**src/rtl/operand_regfile_if.sv**
```systemverilog
// Operand store bus: one write port, two read request/response ports and
// the ready flag. clk/rst_n stay plain ports on the design.
//   master : decode side (drives requests, observes ready and read data)
//   slave  : operand store
interface operand_regfile_if #(
  parameter int DATA_W = 16,
  parameter int ADDR_W = 4
);
  logic              ready;
  logic              wr_en;
  logic [ADDR_W-1:0] wr_addr;
  logic [DATA_W-1:0] wr_data;
  logic              rd1_en;
  logic [ADDR_W-1:0] rd1_addr;
  logic [DATA_W-1:0] rd1_data;
  logic              rd1_valid;
  logic              rd2_en;
  logic [ADDR_W-1:0] rd2_addr;
  logic [DATA_W-1:0] rd2_data;
  logic              rd2_valid;

  modport master (
    input  ready, rd1_data, rd1_valid, rd2_data, rd2_valid,
    output wr_en, wr_addr, wr_data, rd1_en, rd1_addr, rd2_en, rd2_addr
  );
  modport slave (
    output ready, rd1_data, rd1_valid, rd2_data, rd2_valid,
    input  wr_en, wr_addr, wr_data, rd1_en, rd1_addr, rd2_en, rd2_addr
  );
endinterface

```
**src/rtl/operand_regfile.sv**
```systemverilog
// Operand store: DEPTH x DATA_W words, one write port, two registered read
// ports (1-cycle latency, write-first bypass). After reset a sequencer
// zeroes every entry; ready goes high once the clear is done.
//   clk, rst_n : clock, async active-low reset
//   bus        : operand_regfile_if.slave (requests in, ready/read data out)

// One registered read port. Data holds when idle; valid pulses per request.
module operand_rd_port #(
  parameter int DATA_W = 16,
  parameter int ADDR_W = 4,
  parameter int DEPTH  = 16
) (
  input  logic                          clk,
  input  logic                          rst_n,
  input  logic                          run,
  input  logic                          en,
  input  logic [ADDR_W-1:0]             addr,
  input  logic [DEPTH-1:0][DATA_W-1:0]  mem,
  input  logic                          wr_en,
  input  logic [ADDR_W-1:0]             wr_addr,
  input  logic [DATA_W-1:0]             wr_data,
  output logic [DATA_W-1:0]             data,
  output logic                          valid
);
  logic [DATA_W-1:0] data_d, data_q;
  logic              valid_d, valid_q;

  always_comb begin
    data_d  = data_q;
    valid_d = 1'b0;
    if (run && en) begin
      valid_d = 1'b1;
      // same-cycle write to the same entry wins over the stored word
      data_d  = (wr_en && (wr_addr == addr)) ? wr_data : mem[addr];
    end
  end

  always_ff @(posedge clk or negedge rst_n) begin
    if (!rst_n) begin
      data_q  <= '0;
      valid_q <= 1'b0;
    end else begin
      data_q  <= data_d;
      valid_q <= valid_d;
    end
  end

  assign data  = data_q;
  assign valid = valid_q;
endmodule

module operand_regfile #(
  parameter int DATA_W = 16,
  parameter int DEPTH  = 16,
  parameter int ADDR_W = 4
) (
  input  logic              clk,
  input  logic              rst_n,
  operand_regfile_if.slave  bus
);
  localparam int NUM_PORTS = 2;
  localparam logic [0:0] ST_CLEAR = 1'b0;
  localparam logic [0:0] ST_RUN   = 1'b1;

  logic [0:0]                  state_d, state_q;
  logic [ADDR_W-1:0]           cnt_d, cnt_q;
  logic [DEPTH-1:0][DATA_W-1:0] mem_d, mem_q;
  logic                        run;

  assign run = (state_q == ST_RUN);

  always_comb begin
    state_d = state_q;
    cnt_d   = cnt_q;
    mem_d   = mem_q;
    if (!run) begin
      mem_d[cnt_q] = '0;
      cnt_d        = cnt_q + 1'b1;
      // last entry cleared on this edge -> accept traffic from the next cycle
      if (cnt_q == ADDR_W'(DEPTH - 1)) state_d = ST_RUN;
    end else if (bus.wr_en) begin
      mem_d[bus.wr_addr] = bus.wr_data;
    end
  end

  always_ff @(posedge clk or negedge rst_n) begin
    if (!rst_n) begin
      state_q <= ST_CLEAR;
      cnt_q   <= '0;
    end else begin
      state_q <= state_d;
      cnt_q   <= cnt_d;
    end
  end

  // storage is not reset; the clear sequencer owns initialisation
  always_ff @(posedge clk) mem_q <= mem_d;

  logic [NUM_PORTS-1:0]             rd_en, rd_valid;
  logic [NUM_PORTS-1:0][ADDR_W-1:0] rd_addr;
  logic [NUM_PORTS-1:0][DATA_W-1:0] rd_data;

  assign rd_en   = {bus.rd2_en, bus.rd1_en};
  assign rd_addr = {bus.rd2_addr, bus.rd1_addr};

  for (genvar p = 0; p < NUM_PORTS; p++) begin : g_rd
    operand_rd_port #(.DATA_W(DATA_W), .ADDR_W(ADDR_W), .DEPTH(DEPTH)) u_rd (
      .clk     (clk),
      .rst_n   (rst_n),
      .run     (run),
      .en      (rd_en[p]),
      .addr    (rd_addr[p]),
      .mem     (mem_q),
      .wr_en   (bus.wr_en),
      .wr_addr (bus.wr_addr),
      .wr_data (bus.wr_data),
      .data    (rd_data[p]),
      .valid   (rd_valid[p])
    );
  end

  assign bus.ready     = run;
  assign bus.rd1_data  = rd_data[0];
  assign bus.rd1_valid = rd_valid[0];
  assign bus.rd2_data  = rd_data[1];
  assign bus.rd2_valid = rd_valid[1];
endmodule

```
**src/flat_wrapper.sv**
```systemverilog
// flat-port wrapper written by rule: the top's interface ports become plain ports
module operand_regfile_flat 
#(
  parameter int DATA_W = 16,
  parameter int DEPTH  = 16,
  parameter int ADDR_W = 4
)
  (clk, rst_n, bus_ready, bus_rd1_data, bus_rd1_valid, bus_rd2_data, bus_rd2_valid, bus_wr_en, bus_wr_addr, bus_wr_data, bus_rd1_en, bus_rd1_addr, bus_rd2_en, bus_rd2_addr);
  operand_regfile_if #(.DATA_W(DATA_W), .ADDR_W(ADDR_W)) bus_i ();
  input  logic clk;
  input  logic rst_n;
  output wire logic [$bits(bus_i.ready)-1:0] bus_ready;
  output wire logic [$bits(bus_i.rd1_data)-1:0] bus_rd1_data;
  output wire logic [$bits(bus_i.rd1_valid)-1:0] bus_rd1_valid;
  output wire logic [$bits(bus_i.rd2_data)-1:0] bus_rd2_data;
  output wire logic [$bits(bus_i.rd2_valid)-1:0] bus_rd2_valid;
  input wire logic [$bits(bus_i.wr_en)-1:0] bus_wr_en;
  input wire logic [$bits(bus_i.wr_addr)-1:0] bus_wr_addr;
  input wire logic [$bits(bus_i.wr_data)-1:0] bus_wr_data;
  input wire logic [$bits(bus_i.rd1_en)-1:0] bus_rd1_en;
  input wire logic [$bits(bus_i.rd1_addr)-1:0] bus_rd1_addr;
  input wire logic [$bits(bus_i.rd2_en)-1:0] bus_rd2_en;
  input wire logic [$bits(bus_i.rd2_addr)-1:0] bus_rd2_addr;
  assign bus_ready = bus_i.ready;
  assign bus_rd1_data = bus_i.rd1_data;
  assign bus_rd1_valid = bus_i.rd1_valid;
  assign bus_rd2_data = bus_i.rd2_data;
  assign bus_rd2_valid = bus_i.rd2_valid;
  assign bus_i.wr_en = bus_wr_en;
  assign bus_i.wr_addr = bus_wr_addr;
  assign bus_i.wr_data = bus_wr_data;
  assign bus_i.rd1_en = bus_rd1_en;
  assign bus_i.rd1_addr = bus_rd1_addr;
  assign bus_i.rd2_en = bus_rd2_en;
  assign bus_i.rd2_addr = bus_rd2_addr;
  operand_regfile #(.DATA_W(DATA_W), .DEPTH(DEPTH), .ADDR_W(ADDR_W)) u_core (.clk(clk), .rst_n(rst_n), .bus(bus_i));
endmodule
```
**config.mk**
```make
export PLATFORM = sky130hd
export DESIGN_NAME = operand_regfile_flat
export DESIGN_NICKNAME = d
export VERILOG_FILES = /design/src/rtl/operand_regfile_if.sv /design/src/rtl/operand_regfile.sv /design/src/flat_wrapper.sv
export SDC_FILE = /design/constraint.sdc
export NUM_CORES = 1
export LEC_CHECK = 0
export CAP_MARGIN = 40
export CORE_ASPECT_RATIO = 0.8
export CORE_MARGIN = 5
export CORE_UTILIZATION = 61
export DETAILED_ROUTE_END_ITERATION = 7
export PLACE_DENSITY = 0.85
export SLEW_MARGIN = 20
export SYNTH_ARGS = -nofsm -noshare
export SYNTH_HDL_FRONTEND = slang
export SYNTH_SLANG_ARGS = --single-unit
```
**constraint.sdc**
```tcl
create_clock -name clk -period 4.8 [get_ports clk]
set_input_delay 1.44 -clock clk [delete_from_list [all_inputs] [get_ports clk]]
set_output_delay 1.44 -clock clk [all_outputs]
set_load 0.1 [all_outputs]
```
==> flow_summary.toml <==
[clocking]
cts.clk_slew.worst_paths_ns = 0.07
cts_buffer_depth = 3
htreeDepth = 1
cts_tree = "done"
cts_sinks = 295
cts-resized-gates = 0
cts_setup_buffers = 0
cts-root-buf = "clkbuf_16"
clk-insertion-delay-late_ns = 0.57
cts_hold_buf = 0
numCtsBuffers = 28

[job]
cap_viol_max_count = 0

[worst_setup_path]
worstPathRequired_ns = 4.98
cp.arrival_ns = 3.52
slowest_stage = "clkdlybuf4s50_1"
crit_top_cell = "nand2_1"
path_class = "in -> reg"
cp_max_fo = 16
cpLargestDelayFamily = "simple AND/OR/NAND/NOR gates"
critPathBufInv = 1
cp_cell_sequence = "clkdlybuf4s50_1 -> nand2b_1 -> nor2_2 -> nand2_1 -> nand2_1"
worst_path_largest_cell_delay_ns = 0.82
end_kind = "register"
start_kind = "input pin"

[synth]
syn-cell-area_um2 = 16430
async_flop_share_pct = 13.22
seq_area_frac_synth_pct = 52.72
synth_edf_count = 256
ys_ff_latch = 295
ys_types = 37
synth_nets = 1279
avgSynthCellArea_um2 = 13.23
yosys_most_used_dff = "edfxtp_1"
ys_warn_count = 0
syn_inst = 1242

[sta]
fin_worst_skew_ns = 0.02702
rsz0062_at_grt = "no"
fin_crit_sh_pct = 69.73
clock.fmax_mhz = 298.8
min_period_ns = 3.347
finalSetupTns_ns = 0
whs_ns = 0.5777
fin_ws_ns = 1.453
final-setup-viol-count = 0
finalHoldViolations = 0
slew_headroom_pct = 41.70
drv_slew = 0
worst_pin_slew_ns = 0.8723

[route]
wl_per_cell_um = 31.22
drc = 0
first_pass_iters = 6
routed_wl_mm = 53.01
dr_total_vias = 13314
first_iter_violations = 2637
ant_nets = 0
vias_per_cell = 7.841

[hold_path]
hold_class = "reg -> reg"

[placement]
dp.cells = 1639
port_buffers = 67
hpwl_mm = 36.66
gp_congestion = 0.9657
pre_cts_slack_ns = 0.9514

[layout]
area_delta_synth_final_pct = 15.44
final_nets = 1356
drive_above_1_share_pct = 24.01
finalNonFillerCells = 1698
final_common_cell = "edfxtp_1"
antennaDiodeCount = 0
final_cell_mix = "256 x edfxtp_1, 176 x a22o_1, 123 x nand2_1, 112 x mux4_2, 96 x o21ai_0"

[floorplanning]
die_w_um = 193.5
dieHeight_um = 156.8
fp-row-count = 53
die_area_um2 = 30340
core_area_um2 = 26390
start_util_pct = 62.26
io_pins = 68

[power]
irDropWorstVdd_mv = 0.2907
fin_total_pwr_mw = 6.184
leakage_nw = 5.757
powerDensity_nw_per_um2 = 326.0

[global_routing]
track_usage_pct = 33.92
grt_start_max_net_pins = 71
grt-ovfl-total = 0
grt_pass1_wl_mm = 78.82
antenna_found_initial = 0
grt_pass1_vias = 12700

[outcome]
status = "complete, no violations"
[layer usage]
layer	up-vias	global-route usage (%)	share of wire (%)	wire length (um)
li1	5161	-	-	-
met1	6429	48.09	34	18210
met5	-	0	0	0
met3	231	8.071	16	8580
met2	1493	52.14	45	23620
met4	0	12.71	4.9	2596
[path summary, 6_finish.rpt]
| path | endpoint | cells after the start | slack, ns | from |
|---|---|---|---|---|
| hold / removal | u_core.g_rd[0].u_rd.data[13] | 2 | 0.58 | u_core.g_rd[0].u_rd.data[13] |
| min in group asynchronous | u_core.g_rd[0].u_rd.valid | 2 | 0.93 | rst_n |
| setup / recovery | u_core.mem_q[98] | 5 | 1.45 | bus_wr_addr[2] |
| hold reg to reg | u_core.g_rd[0].u_rd.data[13] | 2 | 0.58 | u_core.g_rd[0].u_rd.data[13] |
| setup reg to reg | u_core.g_rd[0].u_rd.data[12] | 5 | 1.82 | u_core.bus.ready |
| max in group asynchronous | u_core.bus.ready | 2 | 3.39 | rst_n |
[power breakdown]
part	total, mW	internal (mW)	switching (mW)
logic	0.945	0.339	0.606
registers	2.91	2.84	0.0708
clock network	2.33	1.30	1.03
[through the flow]
step | utilization (%) | area (um2)
finish | 71.87 | 18970
global route | 71.87 | 18970
CTS | 71.56 | 18890
detailed placement | 67.96 | 17940
global placement | 65.81 | 17370
floorplan | - | 16430
[synthesized netlist by cell type, drive strengths merged (9+ instances only)]
cell,count,area share (%)
edfxtp,256,47
a22o,176,9.4
nand2,123,2.8
mux4,112,15
o21ai,101,3.1
buf,74,2.6
nor2,60,1.5
nor3,55,2.0
clkbuf,44,1.0
dfrtp,39,5.9
mux2,33,2.3
a22oi,32,1.5
o22ai,32,1.2
a31oi,24,0.95
and2,17,0.65
mux2i,16,0.97
a21oi,9,0.27
[registers in the layout, summed over array words and instances, names as in the netlist]
| register | cells |
|---|---|
| u_core.g_rd.u_rd.data | 32 |
| u_core.bus.ready | 1 |
| u_core.g_rd.u_rd.valid | 2 |
| u_core.mem_q | 256 |
| u_core.cnt_q | 4 |
[layout make-up]
type / count / area, um2
repair buffers: 165 / 1709
multi-input cells: 821 / 7169
fillers: 1702 / 7423
flip-flops and latches: 295 / 8665
inverters: 8 / 30.03
clock buffers: 36 / 770.7
well taps: 357 / 446.7
clock inverters: 16 / 178.9
[kinds of logic after synthesis]
family | share of synthesized area, %
adder cells (fa/ha/maj) | 0.3046
AO/OA/AOI/OAI | 16.42
XOR/XNOR | 0.5863
AND/OR/NAND/NOR | 7.546
buffers and inverters | 3.838
flip-flops | 52.72
multiplexers | 18.59
[worst reg2reg max path: cells and delay by family (launching register included)]
| kind | cells | cell delay (ns) |
|---|---|---|
| buf+inv | 1 | 0.60 |
| flops | 1 | 0.35 |
| simple gates | 3 | 1.30 |
| compound gates | 1 | 0.62 |
(Power assumes the default switching activity.)
